===== src/rtl/alu_result_stage.sv =====
// alu_result_stage: registered output stage behind the 32-bit ALU.
// Two-entry skid buffer (main + skid) with valid/ready on both sides.
// Status flags are computed once at capture and travel with the entry.
// A saturating counter tracks delivered results.
module alu_result_stage #(
  parameter int WIDTH     = 32,
  parameter int CNT_WIDTH = 16
) (
  input  logic                 clk,
  input  logic                 rst,
  input  logic                 in_valid,
  output logic                 in_ready,
  input  logic [WIDTH-1:0]     in_result,
  input  logic [3:0]           in_op,
  output logic                 out_valid,
  input  logic                 out_ready,
  output logic [WIDTH-1:0]     out_result,
  output logic [3:0]           out_op,
  output logic                 out_zero,
  output logic                 out_neg,
  output logic                 out_illegal,
  output logic [CNT_WIDTH-1:0] result_count
);

  typedef enum logic [1:0] {
    EMPTY = 2'd0,
    ONE   = 2'd1,
    FULL  = 2'd2
  } state_t;

  typedef struct packed {
    logic [WIDTH-1:0] result;
    logic [3:0]       op;
    logic             zero;
    logic             neg;
    logic             illegal;
  } entry_t;

  state_t state_q;
  state_t state_d;
  entry_t in_entry_p0;
  entry_t main_p1;
  entry_t skid_p1;
  logic   in_fire;
  logic   out_fire;

  // Build a buffer entry with its flags derived from the raw ALU output.
  function automatic entry_t make_entry(input logic [WIDTH-1:0] r,
                                        input logic [3:0]       op);
    entry_t e;
    e.result  = r;
    e.op      = op;
    e.zero    = (r == '0);
    e.neg     = r[WIDTH-1];
    e.illegal = (op > 4'b0110);
    return e;
  endfunction

  // Increment that sticks at all-ones instead of wrapping.
  function automatic logic [CNT_WIDTH-1:0] sat_inc(input logic [CNT_WIDTH-1:0] c);
    if (&c) return c;
    return c + {{(CNT_WIDTH-1){1'b0}}, 1'b1};
  endfunction

  assign in_fire     = in_valid && in_ready;
  assign out_fire    = out_valid && out_ready;
  assign in_entry_p0 = make_entry(in_result, in_op);

  assign out_result  = main_p1.result;
  assign out_op      = main_p1.op;
  assign out_zero    = main_p1.zero;
  assign out_neg     = main_p1.neg;
  assign out_illegal = main_p1.illegal;

  // Next-state decision for the skid buffer occupancy.
  always_comb begin
    state_d = state_q;
    case (state_q)
      EMPTY: if (in_fire) state_d = ONE;
      ONE: begin
        if (in_fire && !out_fire)      state_d = FULL;
        else if (!in_fire && out_fire) state_d = EMPTY;
      end
      FULL: if (out_fire) state_d = ONE;
      default: state_d = EMPTY;
    endcase
  end

  // p0 -> p1: capture into main/skid, register handshake outputs and counter.
  always_ff @(posedge clk or posedge rst) begin
    if (rst) begin
      state_q      <= EMPTY;
      main_p1      <= '0;
      skid_p1      <= '0;
      out_valid    <= 1'b0;
      in_ready     <= 1'b1;
      result_count <= '0;
    end else begin
      case (state_q)
        EMPTY: if (in_fire) main_p1 <= in_entry_p0;
        ONE: begin
          if (in_fire && out_fire) main_p1 <= in_entry_p0;
          else if (in_fire)        skid_p1 <= in_entry_p0;
        end
        FULL: if (out_fire) main_p1 <= skid_p1;
        default: ;
      endcase
      state_q   <= state_d;
      out_valid <= (state_d != EMPTY);
      in_ready  <= (state_d != FULL);
      if (out_fire) result_count <= sat_inc(result_count);
    end
  end

endmodule

===== config.mk =====
export PLATFORM = sky130hd
export DESIGN_NAME = alu_result_stage
export DESIGN_NICKNAME = d
export VERILOG_FILES = /design/src/rtl/alu_result_stage.sv
export SDC_FILE = /design/constraint.sdc
export NUM_CORES = 1
export LEC_CHECK = 0
export ABC_AREA = 1
export CORE_UTILIZATION = 45
export CTS_CLUSTER_DIAMETER = 50
export DETAILED_ROUTE_END_ITERATION = 7
export PLACE_DENSITY = 0.72
export SYNTH_ARGS = -nofsm -noshare
export SYNTH_HDL_FRONTEND = slang
export SYNTH_SLANG_ARGS = --single-unit

===== constraint.sdc =====
create_clock -name clk -period 5.2 [get_ports clk]
set_clock_uncertainty 0.1 [all_clocks]
set_input_delay 1.04 -clock clk [delete_from_list [all_inputs] [get_ports clk]]
set_output_delay 1.04 -clock clk [all_outputs]
set_load 0.02 [all_outputs]

==> Yosys cells after proc, flatten, opt, wreduce, memory -nomap -nowiden <==
Index checks and enable logic that the tools add are counted.
W data, S select, Z words.
{ "totals": {"register_bits": 98, "in_bits": 40, "output_inout_bits": 57} }
{ "op_classes": {"addsub": 1, "n_lt_le_gt_ge": 1, "eq_ne": 7, "n_mux": 12, "bitwise": 1, "reduce_logical": 15} }
{ "op_table": {"columns": ["cell", "count"], "rows": [
  ["$mux W39", 3],
  ["$pmux W39 S3", 1],
  ["$logic_not A32 Y1", 1],
  ["$add A16 B1 Y16 const B", 1],
  ["$mux W16", 1],
  ["$reduce_and A16 Y1", 1],
  ["$ne A2 B2 Y1 const B", 5],
  ["$mux W2", 4],
  ["$pmux W2 S3", 1],
  ["$logic_and A1 B1 Y1", 5],
  ["$gt A4 B3 Y1 const B", 1],
  ["$reduce_and A4 Y1", 1],
  ["$reduce_and A3 Y1", 1],
  ["$reduce_bool A3 Y1", 1],
  ["$eq A2 B1 Y1 const B", 1],
  ["$eq A2 B2 Y1 const B", 1],
  ["$logic_not A1 Y1", 2],
  ["$logic_not A2 Y1", 1],
  ["$mux W1", 2],
  ["$reduce_and A2 Y1", 1],
  ["$reduce_bool A2 Y1", 1],
  ["$not A1 Y1", 1]
]} }

==> Logic depth before layout (Yosys ltp) <==
Gate-level depths: netlist of the first run.
{ "depth": {"word_depth": 7, "ltp_mapped": 10} }

==> Worst setup path before layout of the first run <==
No wires, ideal clock.
{ "synth_timing": {"path_kind": "input to register", "start": "input port out_ready", "end": "register skid_p1[33] in the netlist's numbering", "arrival_time_ns": 1.941, "t_required_ns": 4.970, "slack_ns": 3.029, "stages": 7, "path_buffers": 1, "cell_sequence": "nand2_1 inv_1 nor4_4 inv_2 clkbuf_1 nand2_1 o21ai_1"} }
{ "synth_between": {"elab_chain_len": 4} }
{ "synth_lines": {"columns": ["item", "line", "rtl"], "rows": [
  ["from (decl)", "16", "input logic out_ready,"],
  ["$logic_and A1 B1 Y1", "66", "assign out_fire = out_valid && out_ready;"],
  ["$logic_and A1 B1 Y1", "102", "if (in_fire && out_fire) main_p1 <= in_entry_p0;"],
  ["$not A1 Y1 (no source line)", null, null],
  ["$reduce_and A3 Y1 (no source line)", null, null],
  ["to (signal assigned)", "103", "else if (in_fire) skid_p1 <= in_entry_p0;"],
  ["to (decl)", "43", "entry_t skid_p1;"]
]} }
Every way passes these cells.
A chain may end at the register's enable or synchronous reset.

==> Final worst setup path of the first run <==
{ "layout_timing": {"start": "input port in_valid", "end": "register main_p1, in the netlist out_op[1]"} }
{ "layout_between": {"elab_chain_len": 4, "elab_cells_between_ends": 5, "cone_classes": "eq/ne (2); reduce/logical (3)"} }
{ "layout_lines": {"columns": ["item", "line", "rtl"], "rows": [
  ["from (decl)", "11", "input logic in_valid,"],
  ["$logic_and A1 B1 Y1 (*)", "65", "assign in_fire = in_valid && in_ready;"],
  ["$logic_and A1 B1 Y1", "102", null],
  ["$ne A2 B2 Y1 (no source line)", null, null],
  ["$reduce_and A4 Y1 (no source line) (*)", null, null],
  ["to (signal assigned)", "100", "EMPTY: if (in_fire) main_p1 <= in_entry_p0;"],
  ["to (signal assigned)", "102", null],
  ["to (signal assigned)", "105", "FULL: if (out_fire) main_p1 <= skid_p1;"],
  ["to (decl)", "42", "entry_t main_p1;"]
]} }
Mark *: on every way between the ends. The rest lies on a longest branch, timed or not.

==> impl_metrics.csv, run 1 <==
group,metric,value,unit
global_routing,grt_max_degree,74,
synth,synth.top_cell.area_share,53.84,%
worst_setup_path,cp.arrival,3040,ps
synth,synth.distinct_cells,28,
synth,ys.flop_type,"dfrtp_1",
synth,yosysSeqAreaShare,54.43,%
global_routing,track_usage,21.57,%
detailed_routing,vias_per_cell,4.957,
timing,fin_crit,2945,ps
clock_tree,ctsResizeCount,0,
timing,fin_ws,2255,ps
placement,place_ws,1902,ps
timing,fmax,339.5,MHz
synth,syn_area,4415,um2
worst_setup_path,end_kind,"flip-flop",
timing,setup_violations,0,
synth,synth_top_cell_by_area,"dfrtp_1",
worst_setup_path,worst_ep_required_time,5300,ps
timing,maxSlewHeadroom,20.69,%
detailed_routing,routedWlPerCell,13.06,um
worst_setup_path,worstSetupPathType,"in -> reg",
clock_tree,clkLatencyLatePin,360,ps
floorplanning,die_w,101.1,um
placement,routabilityCongestion,0.8063,
floorplanning,std_cell_rows,35,
synth,synth-seq-cells,96,
synth,syn_avg_cell_area,7.985,um2
placement,port_buffers,96,
clock_tree,cts_buffers,9,
clock_tree,cts_buffer_depth,2,
global_routing,gr-total-overflow,0,
worst_setup_path,worst-path-max-fanout,73,
cells_and_area,drive_above_1_share,4.984,%
placement,dp_hpwl,6822,um
synth,yosysWarnings,0,
timing,setup_tns,0,ps
outcome,status,"complete, no violations",
cells_and_area,nets,679,
timing,fin_crit_sh,56.64,%
clock_tree,cts_tree,"done",
worst_hold_path,hold_path_class,"reg -> reg",
clock_tree,root_buffer,"clkbuf_8",
power_and_ir_drop,ir_drop,0.0003467,V
timing,hold_ws,379.1,ps
clock_tree,post-cts-setup-buffer-count,0,
synth,synth.area.top_cells,"dfrtp_1 (54%), nand2_1 (21%), nor2_1 (6.3%), a31oi_1 (5.1%), inv_1 (1.8%)",
detailed_routing,ant_nets,0,
clock_tree,htree_num_levels,3,
clock_tree,hold_buffers,0,
detailed_routing,wl,10070,um
floorplanning,io_pins,97,
cells_and_area,syn_to_final_growth,27.80,%
floorplanning,core_area,9371,um2
worst_setup_path,crit_path_start_kind,"primary input",
global_routing,grt_pass1_wl,17110,um
global_routing,first_global_vias,3673,
floorplanning,initial_utilization,47.12,%
clock_tree,cts.sinks,96,
synth,synth_commonest_cells,"nand2_1 (247), dfrtp_1 (95), nor2_1 (74)",
timing,worst_pin_slew,1188,ps
global_routing,antenna_found_initial,0,
clock_tree,clk_pin_slew_worst_paths,100,ps
synth,synth_edf_count,0,
floorplanning,die-area,10210,um2
detailed_routing,drtIter0Drc,156,
synth,synthCells,553,
timing,drv_slew,0,
floorplanning,chipHeight,101.1,um
power_and_ir_drop,p_leak,2.577,nW
cells_and_area,antenna-diode-count,0,
synth,async_flop_share,100.0,%
detailed_routing,drcViolationCount,0,
job,maxCapViolCount,0,
detailed_routing,drt_pass1_iterations,4,
timing,rsz0062_at_grt,"false",
detailed_routing,vias,3822,
synth,yosysMostFrequentCell,"nand2_1",
synth,syn_nets,594,
timing,hold_viol,0,
power_and_ir_drop,p_per_area,574.4,nW/um2
==> metrics by stage <==
step / area (um2) / power (mW) / util [%] / cells
floorplan: 4415 / 2.200 / - / 553
global placement: 5425 / 2.674 / 57.89 / 756
detailed placement: 5425 / 2.730 / 57.89 / 756
CTS: 5643 / 3.269 / 60.21 / 771
global route: 5643 / 3.491 / 60.21 / 771
finish: 5643 / 3.241 / 60.21 / 771
==> sequential cells by signal, summed over array words and instances (netlist names) <==
| signal | count |
|---|---|
| out_zero | 1 |
| out_result | 32 |
| skid_p1 | 38 |
| out_illegal | 1 |
| out_valid | 1 |
| state_q | 2 |
| result_count | 16 |
| in_ready | 1 |
| out_op | 4 |
==> cells by family after synthesis <==
family / after synthesis / share of synthesized area, %
and+or+nand+nor: 343 / 30.72
DFF: 96 / 54.43
xor gates and xnor gates: 9 / 1.785
buffers and inverters: 49 / 5.186
adders and majority gates: 1 / 0.2833
AOI/OAI and AO/OA: 55 / 7.594
==> metal layers <==
layer | global-route usage [%] | routed length (um) | up-vias
met3 | 3.606 | 484 | 24
met4 | 10.14 | 324 | 0
li1 | - | - | 1916
met2 | 34.38 | 4762 | 107
met1 | 28.75 | 4501 | 1775
met5 | 0 | 0 | -
==> report_power, final <==
| group | internal, mW | total [mW] | switching, mW |
|---|---|---|---|
| Combinational | 0.588 | 1.43 | 0.845 |
| Sequential | 1.07 | 1.27 | 0.197 |
| Clock | 0.272 | 0.540 | 0.268 |
| Total | 1.93 | 3.24 | 1.31 |
==> layout by cell type (no fill, tap or decap), types with 8 or more instances in the layout <==
cell             instances
a31oi_1                 36
clkbuf_8                 9
clkdlybuf4s50_1         96
dfrtp_1                 95
inv_1                   20
nand2_1                247
nand3_1                 10
nor2_1                  74
o21ai_0                  8
==> final timing paths <==
path | startpoint | to | slack, ps | cells past startpoint
max | in_valid | out_op[1]$_DFFE_PP0P_ | 2250 | 7
min | skid_p1[29]$_DFFE_PP0P_ | skid_p1[29]$_DFFE_PP0P_ | 380 | 2
min in group asynchronous | rst | out_result[2]$_DFFE_PP0P_ | 1070 | 2
min reg2reg | skid_p1[29]$_DFFE_PP0P_ | skid_p1[29]$_DFFE_PP0P_ | 380 | 2
max reg2reg | state_q[1]$_DFF_PP0_ | out_op[1]$_DFFE_PP0P_ | 2510 | 7
max in group asynchronous | rst | skid_p1[36]$_DFFE_PP0P_ | 2980 | 3
==> cell type report <==
type                    count  area (um2)
clock buffers               9       123.9
multi-input cells         408        1783
flip-flops and latches     96        2404
well taps                 129       161.4
repair buffers             99       983.4
fillers                   877        3729
inverters                  24       93.84
clock inverters             6       93.84
==> critical path, cell delays in order <==
cell             delay [ps]
clkdlybuf4s50_1         390
nand2_1                 150
o21ai_1                 100
nand2_1                 200
clkinv_2                680
nor2_1                  370
a31oi_1                  70
Note: power is estimated with default switching activity, not from simulation.
==> inputs of run 2 (changes only) <==
- clock period: 5.2 -> 2.9 ns (I/O delays scaled with it)
==> run 2 against run 1 <==
Effect of this change: final cell count up 0.52%; register-to-register slack worse by 1700 ps; combinational power up 87%; first-iteration DRC count up 6.4%; clock power up 64%.
==> impl_metrics.csv, run 2 (synthesis results as in run 1) <==
group,metric,value,unit
floorplanning,std_cell_rows,35,
timing,fin_crit,2198,ps
cells_and_area,nets,682,
placement,dp_hpwl,7154,um
timing,rsz0062_at_grt,"false",
worst_setup_path,worst_ep_required_time,3070,ps
detailed_routing,vias,3875,
detailed_routing,ant_nets,0,
global_routing,track_usage,21.78,%
worst_setup_path,r2r_slack,850,ps
worst_setup_path,cpMostUsedCell,"nand2_1",
worst_setup_path,worstSetupPathType,"in -> reg",
worst_setup_path,crit_start,"in_valid",
cells_and_area,stdcell_count,775,
floorplanning,initial_utilization,47.12,%
placement,placed_area,5487,um2
detailed_routing,wl,10530,um
detailed_routing,drcViolationCount,0,
timing,setup_violations,0,
clock_tree,clkLatencyLatePin,360,ps
worst_setup_path,path_cells,"clkdlybuf4s50_1 > nand2_1 > o21ai_1 > nand2_1 > clkinv_2 > buf_4 > nor2_1 > a31oi_1",
worst_setup_path,rr_worst_depth,7,
worst_setup_path,critPathCapture,"out_result[16]$_DFFE_PP0P_",
timing,hold_viol,0,
power_and_ir_drop,p_clk_share,15.1,%
clock_tree,hold_buffers,0,
cells_and_area,syn_to_final_growth,28.68,%
power_and_ir_drop,p_total,5.838,mW
detailed_routing,vias_per_cell,5.000,
global_routing,gr-total-overflow,0,
power_and_ir_drop,combPwrFrac,45.7,%
timing,maxSlewHeadroom,50.00,%
power_and_ir_drop,ir_drop,0.0006239,V
worst_hold_path,hold_path_class,"reg -> reg",
clock_tree,cts_buffers,9,
floorplanning,die-area,10210,um2
detailed_routing,routedWlPerCell,13.59,um
placement,dp_cells,759,
global_routing,first_global_vias,3780,
worst_setup_path,cp.depth,8,
global_routing,grt_pass1_wl,17190,um
power_and_ir_drop,p_leak,2.587,nW
clock_tree,post-cts-setup-buffer-count,0,
power_and_ir_drop,swShare,41.06,%
placement,place_ws,317.1,ps
cells_and_area,mostFrequentLayoutCell,"nand2_1",
cells_and_area,stdcell_area,5682,um2
clock_tree,clk_pin_slew_worst_paths,100,ps
clock_tree,cts_tree,"done",
floorplanning,chipHeight,101.1,um
timing,fmax,454.9,MHz
global_routing,grt_max_degree,97,
power_and_ir_drop,p_per_area,1028,nW/um2
clock_tree,ctsResizeCount,0,
detailed_routing,drt_pass1_iterations,4,
detailed_routing,drtIter0Drc,166,
worst_setup_path,cp.arrival,2360,ps
floorplanning,io_pins,97,
worst_setup_path,critPathTopFamily,"buffers and inverters",
timing,drv_slew,0,
placement,routabilityCongestion,0.8527,
cells_and_area,antenna-diode-count,0,
clock_tree,htree_num_levels,3,
cells_and_area,final_cell_mix,"nand2_1 (247), clkdlybuf4s50_1 (96), dfrtp_1 (95), nor2_1 (74), a31oi_1 (36)",
timing,setup_tns,0,ps
cells_and_area,drive_above_1_share,5.418,%
worst_setup_path,crit_path_start_kind,"primary input",
clock_tree,root_buffer,"clkbuf_8",
floorplanning,die_w,101.1,um
power_and_ir_drop,p_switching,2.397,mW
global_routing,antenna_found_initial,0,
cells_and_area,largest_register,"skid_p1",
timing,worst_pin_slew,749.3,ps
floorplanning,core_area,9371,um2
worst_setup_path,slowest_delay,460,ps
worst_setup_path,path_buf_inv,3,
clock_tree,cts.sinks,96,
worst_setup_path,r2r_end,"out_result[16]$_DFFE_PP0P_",
outcome,status,"complete, no violations",
clock_tree,cts_buffer_depth,2,
power_and_ir_drop,seq_power_share,39.2,%
timing,fin_ws,701.9,ps
cells_and_area,n_fill_cell,866,
worst_setup_path,critical-path-slowest-cell,"clkdlybuf4s50_1",
timing,fin_crit_sh,75.80,%
cells_and_area,largest_reg_flops,38,
worst_setup_path,worst-path-max-fanout,30,
power_and_ir_drop,power.internal,3.441,mW
job,maxCapViolCount,0,
worst_setup_path,end_kind,"flip-flop",
placement,port_buffers,96,
worst_setup_path,r2r_start,"in_ready$_DFF_PP1_",
## run 2: cell count changes in the layout (fill, tap and decap cells not counted)
cell	previous run	this run
clkbuf_1	0	1
clkinv_2	1	2
bufinv_16	2	1
buf_12	0	3
inv_6	1	2
clkinv_4	2	0
inv_4	1	0
clkinvlp_4	1	3
## run 2: cell type report
class / count / area [um2] / area share (%)
Clock buffer: 10 / 127.6 / 2.246
Inverter: 24 / 95.09 / 1.674
Sequential cell: 96 / 2404 / 42.30
Multi-Input combinational cell: 408 / 1783 / 31.38
Timing Repair Buffer: 102 / 1044 / 18.37
Tap cell: 129 / 161.4 / 2.841
Clock inverter: 6 / 67.56 / 1.189
## run 2: how the worst min path moves through the flow
| stage | from | to | slack (ps) | cells past startpoint |
|---|---|---|---|---|
| global placement | skid_p1[35]$_DFFE_PP0P_ | skid_p1[35]$_DFFE_PP0P_ | 350 | 2 |
| global route | skid_p1[4]$_DFFE_PP0P_ | skid_p1[4]$_DFFE_PP0P_ | 410 | 2 |
| floorplan | skid_p1[29]$_DFFE_PP0P_ | skid_p1[29]$_DFFE_PP0P_ | 340 | 2 |
| detailed placement | skid_p1[31]$_DFFE_PP0P_ | skid_p1[31]$_DFFE_PP0P_ | 360 | 2 |
| CTS | skid_p1[31]$_DFFE_PP0P_ | skid_p1[31]$_DFFE_PP0P_ | 380 | 2 |
| finish | skid_p1[31]$_DFFE_PP0P_ | skid_p1[31]$_DFFE_PP0P_ | 380 | 2 |
## run 2: per-stage QoR
stage | hold WS (ps) | utilization, %
after global routing | 412.2 | 60.63
after detailed placement | 359.1 | 58.54
after floorplan | 342.2 | -
after global placement | 354.0 | 58.54
after CTS | 382.7 | 60.63
final | 384.5 | 60.63
## run 2: routing by layer
metal / wire, um / track usage (%) / up-vias
met5: 0 / 0 / -
met4: 161 / 8.584 / 0
met3: 412 / 2.497 / 13
met2: 5214 / 37.36 / 102
met1: 4740 / 28.23 / 1837
li1: - / - / 1923
## run 2: worst reg2reg max path, delay by kind of cell, from the launching register on
kind / cells / cell delay, ps
compound gates: 2 / 350
buf+inv: 2 / 620
flops: 1 / 540
simple gates: 3 / 350
## run 2: power groups by stage
| stage | registers [mW] | clock network [mW] | logic (mW) |
|---|---|---|---|
| 6_report | 2.29 | 0.883 | 2.67 |
| 3_3_place_gp | 2.29 | 0 | 2.59 |
| 2_1_floorplan | 2.61 | 0 | 1.34 |
| 5_1_grt | 2.35 | 0.953 | 2.96 |
| 3_5_place_dp | 2.30 | 0 | 2.69 |
| 4_1_cts | 2.28 | 0.904 | 2.69 |
